## src/rtl/piezo_alert_if.sv

```systemverilog
// Status/alert bundle between the rider/battery/PID side and the alert conditioner.
interface piezo_alert_if;
  logic        pwr_up;
  logic        en_steer;
  logic [11:0] batt;
  logic        batt_vld;
  logic [11:0] duty;
  logic        duty_vld;
  logic        norm_mode;
  logic        ovr_spd;
  logic        batt_low;

  // Source of raw status, consumer of alert flags.
  modport master (
    output pwr_up, en_steer, batt, batt_vld, duty, duty_vld,
    input  norm_mode, ovr_spd, batt_low
  );

  // Alert conditioner.
  modport slave (
    input  pwr_up, en_steer, batt, batt_vld, duty, duty_vld,
    output norm_mode, ovr_spd, batt_low
  );
endinterface

```

## src/rtl/piezo_alert_ctrl.sv

```systemverilog
// Piezo alert conditioner: turns raw battery / motor-duty samples into
// debounced, hysteretic alert flags for the buzzer driver. Each alert path
// is a two-state FSM with a consecutive-sample persistence counter.
module piezo_alert_ctrl #(
  parameter logic [11:0] BATT_LOW_TH  = 12'h800,
  parameter logic [11:0] BATT_HYST    = 12'h040,
  parameter logic [10:0] OVR_TH       = 11'd1536,
  parameter logic [10:0] OVR_HYST     = 11'd128,
  parameter int          BATT_SAMPLES = 8,
  parameter int          OVR_SAMPLES  = 4
) (
  input logic          clk,
  input logic          rst_n,
  piezo_alert_if.slave bus
);

  typedef enum logic {BATT_OK = 1'b0, BATT_LOW = 1'b1} batt_state_t;
  typedef enum logic {OVR_OK  = 1'b0, OVR_ACT  = 1'b1} ovr_state_t;

  // Recovery thresholds, widened so the hysteresis arithmetic cannot wrap.
  localparam logic [12:0]        BATT_REC_TH = {1'b0, BATT_LOW_TH} + {1'b0, BATT_HYST};
  localparam logic signed [11:0] OVR_REC_TH  = $signed({1'b0, OVR_TH}) - $signed({1'b0, OVR_HYST});
  localparam logic [7:0]         BATT_N      = 8'(BATT_SAMPLES);
  localparam logic [7:0]         OVR_N       = 8'(OVR_SAMPLES);

  batt_state_t bstate, bstate_n;
  ovr_state_t  ostate, ostate_n;
  logic [7:0]  bcnt, bcnt_n, bcnt_inc;
  logic [7:0]  ocnt, ocnt_n, ocnt_inc;

  logic [11:0] duty_neg;
  logic [10:0] duty_mag;
  logic        batt_is_low, batt_is_rec, bqual;
  logic        ovr_is_high, ovr_is_rec, oqual;

  logic norm_mode_q, ovr_spd_q, batt_low_q;

  // |duty| as 11-bit unsigned; the single unrepresentable value saturates.
  assign duty_neg = ~bus.duty + 12'd1;
  always_comb begin
    // NOTE: every always_comb output gets a default first so no path infers a latch.
    duty_mag = bus.duty[10:0];
    if (bus.duty == 12'h800)
      duty_mag = 11'h7FF;
    else if (bus.duty[11])
      duty_mag = duty_neg[10:0];
  end

  // Sample classification; a negative over-speed recovery threshold disables recovery.
  assign batt_is_low = bus.batt < BATT_LOW_TH;
  assign batt_is_rec = {1'b0, bus.batt} >= BATT_REC_TH;
  assign ovr_is_high = duty_mag > OVR_TH;
  assign ovr_is_rec  = !OVR_REC_TH[11] && ($signed({1'b0, duty_mag}) <= OVR_REC_TH);

  // A sample "qualifies" when it argues for leaving the current state.
  assign bqual    = (bstate == BATT_OK) ? batt_is_low : batt_is_rec;
  assign oqual    = (ostate == OVR_OK)  ? ovr_is_high : ovr_is_rec;
  assign bcnt_inc = bcnt + 8'd1;
  assign ocnt_inc = ocnt + 8'd1;

  // Battery FSM next state: power-down parks it, otherwise only strobes advance it.
  always_comb begin
    bstate_n = bstate;
    bcnt_n   = bcnt;
    if (!bus.pwr_up) begin
      bstate_n = BATT_OK;
      bcnt_n   = '0;
    end else if (bus.batt_vld) begin
      if (!bqual) begin
        bcnt_n = '0;
      end else if (bcnt_inc == BATT_N) begin
        bcnt_n = '0;
        case (bstate)
          BATT_OK:  bstate_n = BATT_LOW;
          default:  bstate_n = BATT_OK;
        endcase
      end else begin
        bcnt_n = bcnt_inc;
      end
    end
  end

  // Over-speed FSM next state: same persistence scheme, driven by duty samples.
  always_comb begin
    ostate_n = ostate;
    ocnt_n   = ocnt;
    if (!bus.pwr_up) begin
      ostate_n = OVR_OK;
      ocnt_n   = '0;
    end else if (bus.duty_vld) begin
      if (!oqual) begin
        ocnt_n = '0;
      end else if (ocnt_inc == OVR_N) begin
        ocnt_n = '0;
        case (ostate)
          OVR_OK:   ostate_n = OVR_ACT;
          default:  ostate_n = OVR_OK;
        endcase
      end else begin
        ocnt_n = ocnt_inc;
      end
    end
  end

  // State, counters and alert flags; flags are flops fed from next state so
  // they track the FSMs with one cycle of latency and never glitch.
  always_ff @(posedge clk) begin
    // NOTE: sequential state uses non-blocking assignments so all flops update together.
    if (!rst_n) begin
      bstate      <= BATT_OK;
      ostate      <= OVR_OK;
      bcnt        <= '0;
      ocnt        <= '0;
      norm_mode_q <= 1'b0;
      ovr_spd_q   <= 1'b0;
      batt_low_q  <= 1'b0;
    end else begin
      bstate      <= bstate_n;
      ostate      <= ostate_n;
      bcnt        <= bcnt_n;
      ocnt        <= ocnt_n;
      norm_mode_q <= bus.pwr_up & bus.en_steer;
      ovr_spd_q   <= (ostate_n == OVR_ACT);
      batt_low_q  <= (bstate_n == BATT_LOW);
    end
  end

  assign bus.norm_mode = norm_mode_q;
  assign bus.ovr_spd   = ovr_spd_q;
  assign bus.batt_low  = batt_low_q;

endmodule

```

## src/flat_wrapper.sv

```systemverilog
// flat-port wrapper written by rule: the top's interface ports become plain ports
module piezo_alert_ctrl_flat 
#(
  parameter logic [11:0] BATT_LOW_TH  = 12'h800,
  parameter logic [11:0] BATT_HYST    = 12'h040,
  parameter logic [10:0] OVR_TH       = 11'd1536,
  parameter logic [10:0] OVR_HYST     = 11'd128,
  parameter int          BATT_SAMPLES = 8,
  parameter int          OVR_SAMPLES  = 4
)
  (clk, rst_n, bus_pwr_up, bus_en_steer, bus_batt, bus_batt_vld, bus_duty, bus_duty_vld, bus_norm_mode, bus_ovr_spd, bus_batt_low);
  piezo_alert_if bus_i ();
  input logic clk;
  input logic rst_n;
  input wire logic [$bits(bus_i.pwr_up)-1:0] bus_pwr_up;
  input wire logic [$bits(bus_i.en_steer)-1:0] bus_en_steer;
  input wire logic [$bits(bus_i.batt)-1:0] bus_batt;
  input wire logic [$bits(bus_i.batt_vld)-1:0] bus_batt_vld;
  input wire logic [$bits(bus_i.duty)-1:0] bus_duty;
  input wire logic [$bits(bus_i.duty_vld)-1:0] bus_duty_vld;
  output wire logic [$bits(bus_i.norm_mode)-1:0] bus_norm_mode;
  output wire logic [$bits(bus_i.ovr_spd)-1:0] bus_ovr_spd;
  output wire logic [$bits(bus_i.batt_low)-1:0] bus_batt_low;
  assign bus_i.pwr_up = bus_pwr_up;
  assign bus_i.en_steer = bus_en_steer;
  assign bus_i.batt = bus_batt;
  assign bus_i.batt_vld = bus_batt_vld;
  assign bus_i.duty = bus_duty;
  assign bus_i.duty_vld = bus_duty_vld;
  assign bus_norm_mode = bus_i.norm_mode;
  assign bus_ovr_spd = bus_i.ovr_spd;
  assign bus_batt_low = bus_i.batt_low;
  piezo_alert_ctrl #(.BATT_LOW_TH(BATT_LOW_TH), .BATT_HYST(BATT_HYST), .OVR_TH(OVR_TH), .OVR_HYST(OVR_HYST), .BATT_SAMPLES(BATT_SAMPLES), .OVR_SAMPLES(OVR_SAMPLES)) u_core (.clk(clk), .rst_n(rst_n), .bus(bus_i));
endmodule
```

## config.mk

```make
export PLATFORM = sky130hd
export DESIGN_NAME = piezo_alert_ctrl_flat
export DESIGN_NICKNAME = d
export VERILOG_FILES = /design/src/rtl/piezo_alert_if.sv /design/src/rtl/piezo_alert_ctrl.sv /design/src/flat_wrapper.sv
export SDC_FILE = /design/constraint.sdc
export NUM_CORES = 1
export LEC_CHECK = 0
export ABC_CLOCK_PERIOD_IN_PS = 2200
export BUFFER_PORTS_ARGS = -buffer_cell sky130_fd_sc_hd__buf_2
export CORE_UTILIZATION = 47
export DETAILED_ROUTE_END_ITERATION = 8
export GPL_TIMING_DRIVEN = 0
export PLACE_DENSITY = 0.73
export SKIP_LAST_GASP = 1
export SLEW_MARGIN = 10
export SYNTH_ARGS = -nofsm -noshare
export SYNTH_HDL_FRONTEND = slang
export SYNTH_SLANG_ARGS = --single-unit
export TNS_END_PERCENT = 50
```

## constraint.sdc

```tcl
create_clock -name clk -period 2.2 [get_ports clk]
set_clock_uncertainty 0.1 [all_clocks]
set_input_delay 0.44 -clock clk [delete_from_list [all_inputs] [get_ports clk]]
set_output_delay 0.44 -clock clk [all_outputs]
set_load 0.1 [all_outputs]
```

# After elaboration in Yosys (flattened, before gate mapping)
# Index checks and enable logic that the tools add are counted.
# totals
register_bits	19
rom_bits	0
latch_bits	0
n_memories	0
mem_bits_rw	0
# op_classes
muxes	10
bitwise	2
eq_ne	3
multipliers	0
reduce_logical	3
n_div	0
shifts	0
n_addsub	3
order_cmp	4
# op_table
operator	count
8-bit 2-to-1 mux	4
11-bit 2-to-1 mux	2
8-bit by 1-bit adder with 8-bit output, second input constant	2
12-bit == test, second input constant	1
12-bit >= comparator, second input constant	1
12-bit less-than comparator, second input constant	1
11-bit by 1-bit adder with 11-bit output, second input constant	1
11-bit greater-than comparator, second input constant	1
11-bit <= comparator, second input constant	1
11-bit inverter	1
8-bit by 3-bit == test with 1-bit output, second input constant	1
8-bit by 4-bit == test with 1-bit output, second input constant	1
3-bit AND reduction	2
1-bit 2-to-1 mux	4
2-bit AND reduction	1
1-bit AND	1

# Depth between registers and ports, before layout
# Gate-level depths: netlist of the first run.
# depth
ltp_word	7
ltp_mapped	9
mapped_depth_nobuf	9

# Worst setup path before layout of the first run
# No wires, ideal clock.
# synth_timing
path_kind	in2reg
startpoint	input port bus_duty[0]
endpoint	register u_core.ocnt[2]
slack_ns	-0.182
n_path_buf	0
required_time_ns	1.977
cell_stages	9
t_arrival_ns	2.160
setup_ns	0.123
cell_sequence	inv_1 > ha_1 > or3b_1 > or3_1 > a21oi_1 > o221a_2 > a2111oi_4 > nor3_4 > nor2_1
# synth_between
elab_chain_len	7
elab_cells_between_ends	9
cone_classes	add/sub: 1; order compare: 2; eq/ne: 1; mux: 4; bitwise: 1
# synth_lines
element	line	text
start, declared	flat_wrapper.sv:19	input wire logic [$bits(bus_i.duty)-1:0] bus_duty;
11-bit inverter	piezo_alert_ctrl.sv:39	assign duty_neg = ~bus.duty + 12'd1;
11-bit by 1-bit adder with 11-bit output	piezo_alert_ctrl.sv:39	
11-bit 2-to-1 mux	piezo_alert_ctrl.sv:45	else if (bus.duty[11])
11-bit 2-to-1 mux *	piezo_alert_ctrl.sv:43	if (bus.duty == 12'h800)
11-bit greater-than comparator or 11-bit <= comparator (tied branches)	piezo_alert_ctrl.sv:52, piezo_alert_ctrl.sv:53	
1-bit 2-to-1 mux *	piezo_alert_ctrl.sv:57	assign oqual = (ostate == OVR_OK) ? ovr_is_high : ovr_is_rec;
8-bit 2-to-1 mux *	piezo_alert_ctrl.sv:91	if (!oqual) begin
end signal, assigned	piezo_alert_ctrl.sv:121	ocnt <= ocnt_n;
end, declared	piezo_alert_ctrl.sv:29	logic [7:0] ocnt, ocnt_n, ocnt_inc;
# Mark *: on every way between the ends. The rest lies on a longest branch, timed or not.
# A chain may end at the register's enable or synchronous reset.

# Final worst setup path of the first run
# layout_timing
startpoint	input port bus_duty[2]
endpoint	register u_core.ocnt[4]
# Same word-level chain as after synthesis.

==> results of run 1 <==
==> final timing paths <==
| kind | from | to | depth (start not counted) |
|---|---|---|---|
| worst max-delay path | bus_duty[2] | u_core.ocnt[4]$_SDFFE_PN0P_ | 8 |
| worst min-delay path | rst_n | u_core.bus.norm_mode$_SDFF_PN0_ | 2 |
| worst max register to register | u_core.ocnt[0]$_SDFFE_PN0P_ | u_core.ostate$_SDFFE_PN0P_ | 6 |
| worst min register to register | u_core.ocnt[1]$_SDFFE_PN0P_ | u_core.ocnt[1]$_SDFFE_PN0P_ | 2 |
==> synthesized netlist by cell type, types with 2 or more instances <==
cell and n:
a21oi_1 11, and2_1 2, and3_1 6, clkbuf_1 3, dfxtp_1 19, ha_1 3
inv_1 6, nand2_1 10, nand2b_1 2, nand3_1 5, nand4_1 2, nor2_1 20
nor2b_1 3, nor3_1 5, nor3b_1 7, nor4_1 4, o21a_1 2, o21ai_0 11
or3_1 3, or4_4 2, or4b_2 2, xnor2_1 2, xor2_1 6
==> sequential cells by signal, indices dropped and copies added (netlist names) <==
| signal | flops |
|---|---|
| u_core.ostate | 1 |
| u_core.bstate | 1 |
| u_core.ocnt | 8 |
| u_core.bcnt | 8 |
| u_core.bus.norm_mode | 1 |
==> area by class of cell <==
| type | count | share of cell area |
|---|---|---|
| tap | 30 | 0.02251 |
| clock buffer | 3 | 0.01350 |
| clock inverter | 1 | 0.003001 |
| timing repair buffer | 28 | 0.1103 |
| inverter | 6 | 0.02401 |
| multi-input combinational | 132 | 0.5919 |
| buffer | 3 | 0.006752 |
| sequential | 19 | 0.2281 |
==> cells by family (layout without fill, tap and decap cells) <==
| family | after synthesis | after routing |
|---|---|---|
| buffers and inverters | 9 | 41 |
| multiplexers | 2 | 2 |
| AO/OA/AOI/OAI | 41 | 41 |
| XOR/XNOR | 8 | 8 |
| flip-flops | 19 | 19 |
| AND/OR/NAND/NOR | 78 | 78 |
| adder cells (fa/ha/maj) | 3 | 3 |
==> stage by stage <==
| stage | TNS, ps | power (mW) | std cells | setup slack (ps) | instance area (um2) |
|---|---|---|---|---|---|
| after CTS | -378.7 | 0.6644 | 220 | -85.74 | 1574 |
| after detailed placement | -5696 | 0.4743 | 215 | -514.9 | 1499 |
| after floorplan | -1187 | 0.4251 | 160 | -164.0 | 1336 |
| final | -521.0 | 0.6721 | 222 | -101.6 | 1668 |
| after global routing | -1495 | 0.7050 | 222 | -171.9 | 1668 |
| after global placement | -4889 | 0.4685 | 215 | -461.9 | 1499 |
==> what timing repair did <==
action | 4_1_cts | 5_1_grt
setup buffers | 1 | 2
gates cloned | 0 | 0
setup endpoints to repair | 9 | 14
resized for setup | 11 | 14
pin swaps | 9 | 7
==> per-layer routing <==
metal  up-vias  routed length [um]  global-route usage
met4         0                  14             0.06410
met2        33                1566              0.3855
met3         2                 134             0.05556
met5         -                   0                   0
met1       622                1423              0.2559
li1        660                   -                   -
==> power by group <==
part | internal, mW | total (mW) | switching (mW) | leakage (nW)
Sequential | 0.346 | 0.347 | 0.00114 | 0.153
Combinational | 0.0615 | 0.145 | 0.0837 | 0.484
Clock | 0.0677 | 0.180 | 0.112 | 0.0177
Total | 0.475 | 0.672 | 0.197 | 0.655
==> results.md, run 1 <==
* Power Density at about 400 mW/mm2
* Post-synthesis compound-gate area fraction at 0.2385
* Max Slew Vio Count at 0
* Most common cell after layout, fill and taps aside: buf_2
* Number of global-route vias before repair at roughly 1200
* Area of the multi-input gates at about 990 um2
* # setup viols final at 6
* Mapped Cells at 160
* Post-synth top area cell: dfxtp_1
* Antenna violations before repair at 0
* CP endpoint kind: register
* Final nets at around 230
* Post-CTS Hold Buffers at 0
* Main combinational cell family by area after synthesis: simple AND/OR/NAND/NOR gates
* Most frequent cells in the layout: buf_2 (21), nor2_1 (19), dfxtp_1 (19), nand2_1 (10), a21oi_1 (10)
* DR vias at about 1300
* Crit path launch type: primary input
* Fin crit share at 1.046
* CP required at 2290 ps
* Rel. slew slack at 0.6138
* WP buf/inv at 1
* ANT nets after route at 0
* Sequential Area at ~380 um2
* Largest net degree at the start of global routing at 12
* Final wirelength at between 3000 and 4000 um
* Die area at around 0.0030 mm2
* Critical path class: in2reg
* Die Y at 54.62 um
* Hold Violations, Final at 0
* N_diodes at 0
* Routed wire per std cell at approximately 14 um
* Synth area leaders: dfxtp_1 (29%), nor2_1 (5.8%), a21oi_1 (4.2%)
* Fillers at between 200 and 250
* Share of post-route cells with drive strength above 1 at 0.2969
* Worst Path Max Fanout at 6
* Synth warn at 0
* Synth Cell Area at roughly 0.0013 mm2
* Number of I/O pins at 33
* GP Congestion at between 0.8 and 0.9
* First DRT Iteration DRCs at 27
* DRC viols at 0
* Post-Syn Area per Cell at a little over 8 um2
* Synth Area in Adders at 0.02885
* Post-synthesis mux area share at 0.01635
* Synth Area in Simple Gates at 0.3442
* EDFF count, synth at 0
* Worst path max stage delay at 560 ps
* Vias/cell at a little under 6
* Slowest cell on the critical path: or4_4
* Grt ovf at 0
* Failing checks: negative setup slack
* Final core occ at 0.6554
* Register area share after synthesis at 0.2923
* Hold Path Class: in2reg
* Total track usage at 0.2185
* Worst-skew pair later-pin latency at 300 ps
* # Max-Cap Violations at 0
* Asr flop ratio synth at 0
* CP delay by family, top: simple AND/OR/NAND/NOR gates
* Clock slew at the register clock pins of the worst setup and hold paths at around 100 ps
* Root Driver: clkbuf_4
* Drt pass-1 iters at 5
* H-tree levels at 1
* Peak supply drop at 0.4327 mV
* R2R setup slack at 70 ps
* Setup WS post-layout at -101.6 ps
* Syn Nets at roughly 190
* XOR/XNOR Fraction of Synth Area at 0.05385
* Initial core utilization at 0.5113
* CTS Sinks at 19
* Row count at 18
* Critical Path AT at roughly 2400 ps
* Top FF cell, synth: dfxtp_1
* Max Fclk at 0.4345 GHz
* CP Cell Sequence: buf_8 -> or4_4 -> o41ai_4 -> xor2_1 -> a31o_2 -> o2111a_1 -> nor3_4 -> nor2_1
* Status: finished with violations
* IO Port Bufs at 25
* Area growth syn-to-layout at 28.17%
* CTS tree: built
* Max Buffers Root-to-Sink at 2
* Hpwl dp at 2162 um
* P_leak at between 0.6 and 0.7 nW
* Num CTS Buffers at 3
* Flops & latches, synth at 19
* Core area at around 0.0025 mm2
* Min Clock Period, post-route at approximately 2300 ps
* Worst Tran Pin Value at a little under 600 ps
* First-pass GRT wire length at about 4700 um
* Synth unique cells at between 40 and 50
* Die span in x at 54.62 um
* Hold_ws at between 200 and 300 ps
* Yosys top cell area share at 0.2923
* RSZ-0062 raised after global routing: true
Power figures use the tool's default switching activity.
==> run 2: changes to the inputs <==
- ABC_CLOCK_PERIOD_IN_PS: 2200 -> 2100
- CORE_UTILIZATION: 47 -> 45
- PLACE_DENSITY: 0.73 -> 0.7
- clock period: 2.2 -> 2.1 ns (I/O delays scaled with it)
==> run 2 against run 1 <==
  * Die area is 4.3% higher
  * Largest power group unchanged
  * Wire length shrank 11%
  * Via count is 2.8% lower
  * The flow still finishes with violations (negative setup slack)
==> results.md, run 2 (same netlist as run 1, synthesis figures left out) <==
* Vias/cell at 5.766 (-2.8%)
* Final wirelength at 2782 um (-11%)
* Die span in x at 55.78 um (+2.1%)
* Number of I/O pins at 33 (unchanged)
* Fillers at 267 (+19%)
* # Max-Cap Violations at 0 (unchanged)
* Share of post-route cells with drive strength above 1 at 0.2670 (-0.02986)
* Rel. slew slack at 0.6283 (+0.01450)
* CP delay by family, top: simple AND/OR/NAND/NOR gates
* ANT nets after route at 0 (unchanged)
* Status: finished with violations
* Row count at 19 (+1)
* Hold Path Class: in2reg
* Most frequent cells in the layout: buf_2 (22), nor2_1 (19), dfxtp_1 (19), o21ai_0 (11)
* DRC viols at 0 (unchanged)
* P_leak at 0.6220 nW (-5.0%)
* Hpwl dp at 2104 um (-2.7%)
* First-pass GRT wire length at 4781 um (+2.2%)
* N_diodes at 0 (unchanged)
* Post-CTS Hold Buffers at 0 (unchanged)
* Slowest cell on the critical path: or4_4
* Area of the multi-input gates at 935.9 um2 (-5.2%)
* Num CTS Buffers at 3 (unchanged)
* Worst Tran Pin Value at 552.4 ps (-26.85 ps)
* Grt ovf at 0 (unchanged)
* Die Y at 55.78 um (+2.1%)
* Sequential Area at 380.4 um2 (unchanged)
* Fin crit share at 1.088
* # setup viols final at 13 (+7)
* Routed wire per std cell at 12.53 um (-11%)
* GP Congestion at 0.8001 (-1.4%)
* CP endpoint kind: register
* Min Clock Period, post-route at between 2000 and 2500 ps
* Worst-skew pair later-pin latency at 290 ps (about the same)
* Max Slew Vio Count at 0 (unchanged)
* Peak supply drop at 0.3390 mV (-22%)
* CP required at 2180 ps (-110 ps)
* DR vias at 1280 (-2.8%)
* CTS Sinks at 19 (unchanged)
* Critical path class: in2reg
* Clock slew at the register clock pins of the worst setup and hold paths at 100 ps (about the same)
* Critical Path AT at 2360 ps (-30 ps)
* Antenna violations before repair at 0 (unchanged)
* Post-Place Cells at 216 (+0.47%)
* Most common cell after layout, fill and taps aside: buf_2
* Initial core utilization at 0.4719 (-0.03944)
* Biggest regs: u_core.bcnt x8, u_core.ocnt x8
* Die area at 0.003111 mm2 (+4.3%)
* CTS tree: built
* Drt pass-1 iters at 4 (-1)
* Area growth syn-to-layout at 23.27%
* RSZ-0062 raised after global routing: true
* Failing checks: negative setup slack
* CP Cell Sequence: buf_8 -> or4_4 -> o41ai_4 -> xor2_1 -> a31o_2 -> o2111a_1 -> nor3_4 -> nor2_1
* Number of global-route vias before repair at 1184 (+2.2%)
* Root Driver: clkbuf_4
* Max Buffers Root-to-Sink at 2 (unchanged)
* Final nets at 225 (-0.44%)
* Total track usage at 0.1845 (-0.03395)
* Core area at 0.002758 mm2 (+8.4%)
* Hold Violations, Final at 0 (unchanged)
* WP buf/inv at 1 (unchanged)
* Worst path max stage delay at 570 ps (about the same)
* Setup WS post-layout at -185.4 ps (-83.76 ps)
* Setup WS pre-CTS at -595.5 ps (-80.51 ps)
* Worst Path Max Fanout at 6 (unchanged)
* Power Density at 425.2 mW/mm2 (+5.5%)
* Crit path launch type: primary input
* Largest net degree at the start of global routing at 11 (-1)
* First DRT Iteration DRCs at 49 (+81%)
* Max Fclk at between 0.4 and 0.5 GHz
* Post-Layout Cell Count at 222 (unchanged)
* IO Port Bufs at 25 (unchanged)
* H-tree levels at 1 (unchanged)
run 2: cell count changes in the layout (fill, tap and decap cells not counted), moves of 2 or more:
cell	change
buf_8	-2
o21ai_0	+2
o21ai_1	-2
o31ai_2	+2
o31ai_4	-2
run 2: final timing paths:
| kind | from | endpoint | slack, ps | depth (start not counted) |
|---|---|---|---|---|
| worst min-delay path | bus_en_steer | u_core.bus.norm_mode$_SDFF_PN0_ | 280 | 2 |
| worst max-delay path | bus_duty[0] | u_core.ocnt[2]$_SDFFE_PN0P_ | -190 | 8 |
| worst min register to register | u_core.ocnt[1]$_SDFFE_PN0P_ | u_core.ocnt[1]$_SDFFE_PN0P_ | 420 | 2 |
| worst max register to register | u_core.ocnt[0]$_SDFFE_PN0P_ | u_core.ostate$_SDFFE_PN0P_ | -70 | 6 |
run 2: final cells by class:
| cell class | count | share of cell area |
|---|---|---|
| multi-input cells | 132 | 0.5835 |
| repair buffers | 27 | 0.1069 |
| well taps | 31 | 0.02418 |
| flip-flops and latches | 19 | 0.2371 |
| plain buffers | 3 | 0.007020 |
| clock buffers | 4 | 0.01638 |
| inverters | 6 | 0.02496 |
run 2: report_power, final:
group | switching [mW] | total, mW | internal, mW | leakage (nW)
clock | 0.106 | 0.180 | 0.0737 | 0.0150
combinational | 0.0790 | 0.139 | 0.0602 | 0.454
sequential | 0.00130 | 0.363 | 0.362 | 0.153
total | 0.186 | 0.682 | 0.496 | 0.622
run 2: stage by stage:
stage / instance area, um2 / util / TNS, ps / hold WS [ps] / total power [mW]
after floorplan: 1336 / - / -2129 / 359.4 / 0.4453
after global placement: 1500 / 0.5440 / -6413 / 382.7 / 0.4911
after detailed placement: 1500 / 0.5440 / -7069 / 396.5 / 0.4965
after CTS: 1592 / 0.5771 / -1268 / 266.1 / 0.6877
after global routing: 1604 / 0.5817 / -2995 / 282.3 / 0.7217
final: 1604 / 0.5817 / -1401 / 281.3 / 0.6820
run 2: layer usage:
metal,track usage,routed length [um],vias to the layer above
li1,-,-,662
met1,0.2263,1234,589
met2,0.3356,1427,25
met3,0.01860,101,4
met4,0.06071,19,0
met5,0,0,-
run 2: repair_timing:
action,4_1_cts,5_1_grt
setup endpoints to repair,13,15
pin swaps,11,2
gates resized for setup,11,3
setup buffers,2,0
